**src/rtl/lane_done_sync.sv**
```systemverilog
// lane_done_sync: per-channel completion aligner. Collects one-cycle done
// pulses from every lane for each VFU and operand-queue channel, and emits a
// single registered done pulse, with the latched payload, once all lanes
// have reported. Overrun and payload-mismatch conditions are flagged sticky.
module lane_done_sync #(
  parameter int unsigned NumLane   = 4,
  parameter int unsigned NumVFU    = 3,
  parameter int unsigned NumOpQ    = 2,
  parameter int unsigned IdWidth   = 3,
  parameter int unsigned VregWidth = 5
) (
  input  logic                                          clk_i,
  input  logic                                          rst_ni,
  input  logic [NumLane-1:0][NumVFU-1:0]                lane_vfus_done_i,
  input  logic [NumLane-1:0][NumVFU-1:0][IdWidth-1:0]   lane_vfus_done_id_i,
  input  logic [NumLane-1:0][NumVFU-1:0]                lane_vfus_use_vd_i,
  input  logic [NumLane-1:0][NumVFU-1:0][VregWidth-1:0] lane_vfus_vd_i,
  input  logic [NumLane-1:0][NumOpQ-1:0]                lane_op_access_done_i,
  input  logic [NumLane-1:0][NumOpQ-1:0][VregWidth-1:0] lane_op_access_vs_i,
  output logic [NumVFU-1:0]                             vfus_done_o,
  output logic [NumVFU-1:0][IdWidth-1:0]                vfus_done_id_o,
  output logic [NumVFU-1:0]                             vfus_use_vd_o,
  output logic [NumVFU-1:0][VregWidth-1:0]              vfus_vd_o,
  output logic [NumOpQ-1:0]                             op_access_done_o,
  output logic [NumOpQ-1:0][VregWidth-1:0]              op_access_vs_o,
  output logic [NumVFU+NumOpQ-1:0]                      err_overrun_o,
  output logic [NumVFU+NumOpQ-1:0]                      err_mismatch_o
);

  typedef enum logic {
    Idle,
    Collect
  } state_e;

  // ---------------------------------------------------------------------------
  // VFU channels: payload is {id, use_vd, vd}
  // ---------------------------------------------------------------------------
  for (genvar c = 0; c < NumVFU; c++) begin : g_vfu
    state_e                 state_q, state_d;
    logic [NumLane-1:0]     pend_q, pend_d, pend_all, arr, counted;
    logic [IdWidth-1:0]     lat_id_q, ref_id, out_id_q;
    logic                   lat_use_q, ref_use, out_use_q;
    logic [VregWidth-1:0]   lat_vd_q, ref_vd, out_vd_q;
    logic                   overrun, mismatch, complete;
    logic                   done_q, ovr_q, mis_q;

    // Decode arrivals, pick the reference payload and evaluate completion.
    always_comb begin
      arr      = '0;
      ref_id   = lat_id_q;
      ref_use  = lat_use_q;
      ref_vd   = lat_vd_q;
      mismatch = 1'b0;
      for (int unsigned l = 0; l < NumLane; l++) begin
        arr[l] = lane_vfus_done_i[l][c];
      end
      // In Idle the reference is the lowest-indexed reporting lane; scanning
      // from the top lets the lowest index overwrite last.
      if (state_q == Idle) begin
        for (int unsigned i = 0; i < NumLane; i++) begin
          if (arr[NumLane-1-i]) begin
            ref_id  = lane_vfus_done_id_i[NumLane-1-i][c];
            ref_use = lane_vfus_use_vd_i[NumLane-1-i][c];
            ref_vd  = lane_vfus_vd_i[NumLane-1-i][c];
          end
        end
      end
      counted = arr & ~pend_q;
      overrun = |(arr & pend_q);
      for (int unsigned l = 0; l < NumLane; l++) begin
        if (counted[l] &&
            ((lane_vfus_done_id_i[l][c] != ref_id) ||
             (lane_vfus_use_vd_i[l][c] != ref_use) ||
             (ref_use && (lane_vfus_vd_i[l][c] != ref_vd)))) begin
          mismatch = 1'b1;
        end
      end
      pend_all = pend_q | counted;
      complete = &pend_all;
      pend_d   = complete ? '0 : pend_all;
      state_d  = complete ? Idle : ((|pend_all) ? Collect : state_q);
    end

    // Channel state, latched payload, registered outputs and sticky errors.
    always_ff @(posedge clk_i) begin
      if (!rst_ni) begin
        state_q   <= Idle;
        pend_q    <= '0;
        lat_id_q  <= '0;
        lat_use_q <= 1'b0;
        lat_vd_q  <= '0;
        done_q    <= 1'b0;
        out_id_q  <= '0;
        out_use_q <= 1'b0;
        out_vd_q  <= '0;
        ovr_q     <= 1'b0;
        mis_q     <= 1'b0;
      end else begin
        state_q <= state_d;
        pend_q  <= pend_d;
        done_q  <= complete;
        if ((state_q == Idle) && (|arr)) begin
          lat_id_q  <= ref_id;
          lat_use_q <= ref_use;
          lat_vd_q  <= ref_vd;
        end
        if (complete) begin
          out_id_q  <= ref_id;
          out_use_q <= ref_use;
          out_vd_q  <= ref_vd;
        end
        if (overrun)  ovr_q <= 1'b1;
        if (mismatch) mis_q <= 1'b1;
      end
    end

    assign vfus_done_o[c]    = done_q;
    assign vfus_done_id_o[c] = out_id_q;
    assign vfus_use_vd_o[c]  = out_use_q;
    assign vfus_vd_o[c]      = out_vd_q;
    assign err_overrun_o[c]  = ovr_q;
    assign err_mismatch_o[c] = mis_q;
  end

  // ---------------------------------------------------------------------------
  // Operand-queue channels: payload is vs only
  // ---------------------------------------------------------------------------
  for (genvar q = 0; q < NumOpQ; q++) begin : g_opq
    state_e                 state_q, state_d;
    logic [NumLane-1:0]     pend_q, pend_d, pend_all, arr, counted;
    logic [VregWidth-1:0]   lat_vs_q, ref_vs, out_vs_q;
    logic                   overrun, mismatch, complete;
    logic                   done_q, ovr_q, mis_q;

    // Decode arrivals, pick the reference vs and evaluate completion.
    always_comb begin
      arr      = '0;
      ref_vs   = lat_vs_q;
      mismatch = 1'b0;
      for (int unsigned l = 0; l < NumLane; l++) begin
        arr[l] = lane_op_access_done_i[l][q];
      end
      if (state_q == Idle) begin
        for (int unsigned i = 0; i < NumLane; i++) begin
          if (arr[NumLane-1-i]) ref_vs = lane_op_access_vs_i[NumLane-1-i][q];
        end
      end
      counted = arr & ~pend_q;
      overrun = |(arr & pend_q);
      for (int unsigned l = 0; l < NumLane; l++) begin
        if (counted[l] && (lane_op_access_vs_i[l][q] != ref_vs)) mismatch = 1'b1;
      end
      pend_all = pend_q | counted;
      complete = &pend_all;
      pend_d   = complete ? '0 : pend_all;
      state_d  = complete ? Idle : ((|pend_all) ? Collect : state_q);
    end

    // Channel state, latched vs, registered outputs and sticky errors.
    always_ff @(posedge clk_i) begin
      if (!rst_ni) begin
        state_q  <= Idle;
        pend_q   <= '0;
        lat_vs_q <= '0;
        done_q   <= 1'b0;
        out_vs_q <= '0;
        ovr_q    <= 1'b0;
        mis_q    <= 1'b0;
      end else begin
        state_q <= state_d;
        pend_q  <= pend_d;
        done_q  <= complete;
        if ((state_q == Idle) && (|arr)) lat_vs_q <= ref_vs;
        if (complete) out_vs_q <= ref_vs;
        if (overrun)  ovr_q <= 1'b1;
        if (mismatch) mis_q <= 1'b1;
      end
    end

    assign op_access_done_o[q]     = done_q;
    assign op_access_vs_o[q]       = out_vs_q;
    assign err_overrun_o[NumVFU+q]  = ovr_q;
    assign err_mismatch_o[NumVFU+q] = mis_q;
  end

endmodule

```
**config.mk**
```make
export PLATFORM = sky130hd
export DESIGN_NAME = lane_done_sync
export DESIGN_NICKNAME = d
export VERILOG_FILES = /design/src/rtl/lane_done_sync.sv
export SDC_FILE = /design/constraint.sdc
export NUM_CORES = 1
export LEC_CHECK = 0
export CAP_MARGIN = 10
export CORE_ASPECT_RATIO = 0.7
export CORE_UTILIZATION = 54
export CTS_CLUSTER_DIAMETER = 100
export DETAILED_ROUTE_END_ITERATION = 12
export HOLD_SLACK_MARGIN = 0.1
export PLACE_DENSITY_LB_ADDON = 0.3
export SYNTH_ARGS = -nofsm -noshare
export SYNTH_HDL_FRONTEND = slang
export SYNTH_SLANG_ARGS = --single-unit
export TNS_END_PERCENT = 10
```
**constraint.sdc**
```tcl
create_clock -name clk_i -period 4.8 [get_ports clk_i]
set_clock_uncertainty 0.2 [all_clocks]
set_input_delay 0.72 -clock clk_i [delete_from_list [all_inputs] [get_ports clk_i]]
set_output_delay 0.72 -clock clk_i [all_outputs]
set_load 0.005 [all_outputs]
```
==> results_dict.tcl <==
set metrics [dict create \
    drv_slew 0 \
    rsz0062_at_grt "false" \
    num_antenna_cells 0 \
    clk_latency_ns 0.41 \
    gr-total-overflow 0 \
    wire_per_inst_um 19.34 \
    routed_wl_um 27860 \
    dp.cells 1409 \
    synth_edf_count 0 \
    cts.clk_slew.worst_paths_ns 0.06 \
    io_pins 222 \
    power_density_nw_per_um2 318.3 \
    hold_viol_final 0 \
    fin_crit_sh_pct 76.83 \
    cts_sinks 114 \
    vdd_drop_max_mv 0.2591 \
    drive_above_1_share_pct 7.143 \
    synthDistinctLibCells 81 \
    synth_area_leaders "dfxtp_1, xnor2_1, xor2_1" \
    viasPerCell 6.223 \
    synthArstFlopShare_pct 0 \
    layout_min_cycle_time_ns 3.688 \
    yosys.area.top_type "dfxtp_1" \
    cp.required_ns 4.90 \
    fp.dieW_um 151.7 \
    critPathMaxStageDelay_ns 0.68 \
    yosysWarnings 0 \
    vias 8967 \
    initial_utilization_pct 56.46 \
    num_rows 37 \
    gp_congestion 0.9870 \
    nNetsFinal 1403 \
    drc 0 \
    final_cells 1441 \
    netlist_area_um2 8469 \
    synth_top_area_share_pct 26.95 \
    critPathTopFamily "compound AO/OA/AOI/OAI gates" \
    worst_pin_slew_ns 1.150 \
    yosysSeqAreaShare_pct 26.95 \
    grt_pass1_wl_um 43270 \
    cp_cell_sequence "clkdlybuf4s50_1 > nor4_2 > or2_1 > a22o_2 > nand4_1 > a211o_1 > a2111oi_2 > o221ai_1 > a221o_1" \
    slew-limit-headroom_pct 22.72 \
    synthFlopType "dfxtp_1" \
    cp-end-kind "register" \
    clk_path_buf_depth 2 \
    min_path_type "reg -> reg" \
    path_buf_inv 1 \
    n_fill_cell 1124 \
    setup_tns_ns 0 \
    setup_viol 0 \
    cts_setup_buffers 0 \
    critPathArrivalTime_ns 3.79 \
    antenna_found_initial 0 \
    synthCells 1069 \
    die_area_um2 16200 \
    die_h_um 106.8 \
    place.detailed.hpwl_um 20720 \
    power_leakage_nw 4.234 \
    synth_fp_nets 1239 \
    synth-seq-cells 114 \
    cts.htree.levels 4 \
    hold_buffers 0 \
    path_class "in -> reg" \
    timing.fmax_ghz 0.2712 \
    worstSetupStartpointType "input port" \
    cts_tree "yes" \
    grt_use_total_pct 34.06 \
    port_buffers 221 \
    cts-resized-gates 0 \
    cts_root_buf "clkbuf_16" \
    crit_slowest_cell "clkdlybuf4s50_1" \
    worst-path-max-fanout 13 \
    postRouteAntennaNets 0 \
    grt_pass1_vias 8433 \
    synth_area_per_cell_um2 7.923 \
    cts_buffers 17 \
    first_iter_violations 891 \
    core_um2 15000 \
    outcome "completed" \
    grt_max_degree 50 \
    area_growth_pct 32.94 \
    maxCapViolCount 0 \
    dr.pass1.iters 6 \
]
cell families after synthesis:
family / after synthesis / share of synthesized area (%)
mux: 47 / 5.703
simple gates: 351 / 20.98
flops: 114 / 26.95
xor+xnor: 144 / 14.89
buf+inv: 137 / 7.579
compound gates: 276 / 23.90
layout by cell type (no fill, tap or decap), drive strengths merged, types with 11 or more instances in the layout:
cell           Yosys  final
nand2b            20     20
inv               45     45
nand3b            11     11
nor2b             19     19
clkbuf            47     18
xor2              70     70
a31oi             20     20
a211oi            28     28
a21oi             71     71
xnor2             74     74
and2              20     20
buf               45     16
nand2             57     57
nand3             20     20
nor3              23     23
mux2i             37     37
nor2             123    123
o21ai             38     38
clkdlybuf4s50      0    221
dfxtp            114    114
nor4              19     19
routing by layer:
layer / vias up / track usage, % / part of all wire (%)
met3: 45 / 8.851 / 12
met4: 0 / 9.830 / 1.6
met2: 590 / 50.42 / 42
met5: - / 0 / 0
li1: 4158 / - / -
met1: 4174 / 48.18 / 44
cell usage after synthesis (all sizes together) (7+ instances only):
master,instances
a221o,8
nor2,123
nand3b,11
nand3,20
o21ai,38
o211ai,9
mux2,10
a31oi,20
and2,20
xor2,70
nor2b,19
inv,45
mux2i,37
a21oi,71
nor4,19
nand2,57
a222oi,7
nor3,23
a211o,8
clkbuf,47
a221oi,10
a211oi,28
buf,45
o31ai,7
nor3b,10
dfxtp,114
nand2b,20
xnor2,74
worst min-delay path: stages (launching register included):
cell and delay (ns):
dfxtp_1 0.31, nand2_1 0.05, a21oi_1 0.06
flip-flops by register name, summed over array words and instances (netlist names):
name and count:
g_vfu.lat_use_q 3, g_opq.out_vs_q 10, g_vfu.pend_q 12, g_vfu.done_q 3, g_opq.ovr_q 2, g_vfu.ovr_q 3
g_vfu.out_vd_q 15, g_opq.lat_vs_q 10, g_opq.state_q 2, g_vfu.out_id_q 9, g_vfu.lat_vd_q 15, g_vfu.state_q 3
g_opq.done_q 2, g_vfu.lat_id_q 9, g_vfu.mis_q 3, g_vfu.out_use_q 3, g_opq.pend_q 8, g_opq.mis_q 2
where the power goes:
group	internal (W)	leakage (nW)	switching [W]
logic	0.000490	2.97	0.000527
clock network	0.000985	0.322	0.000469
registers	0.00103	0.942	0.0000842
stage by stage:
step / instance area, µm² / power [W] / utilization, % / setup slack [ns] / hold slack, ns
3_5_place_dp: 10590 / 0.002116 / 70.57 / 0.7185 / 0.2588
5_1_grt: 11260 / 0.003718 / 75.07 / 0.8616 / 0.3032
4_1_cts: 11260 / 0.003570 / 75.07 / 1.167 / 0.2663
6_report: 11260 / 0.003584 / 75.07 / 1.112 / 0.2642
2_1_floorplan: 8469 / 0.001734 / - / 1.690 / 0.2367
3_3_place_gp: 10590 / 0.002103 / 70.57 / 0.8193 / 0.2481
final cells by class:
type,instances,area [µm²],share of cell area (%)
clock buffer,18,439.2,3.900
clock inverter,14,235.2,2.089
timing repair buffer,237,2332,20.71
multi-input combinational,818,5558,49.36
inverter,45,168.9,1.500
tap,195,244.0,2.167
sequential,114,2282,20.27
final timing paths:
| path | start | endpoint | slack (ns) | depth (start not counted) |
|---|---|---|---|---|
| max reg2reg | g_vfu[2].state_q | g_vfu[2].mis_q | 1.68 | 8 |
| min reg2reg | g_vfu[1].out_vd_q[4] | g_vfu[1].out_vd_q[4] | 0.26 | 2 |
| max | lane_vfus_done_i[8] | g_vfu[2].mis_q | 1.11 | 9 |
| min | g_vfu[1].out_vd_q[4] | g_vfu[1].out_vd_q[4] | 0.26 | 2 |
Power figures use the tool's default switching activity.
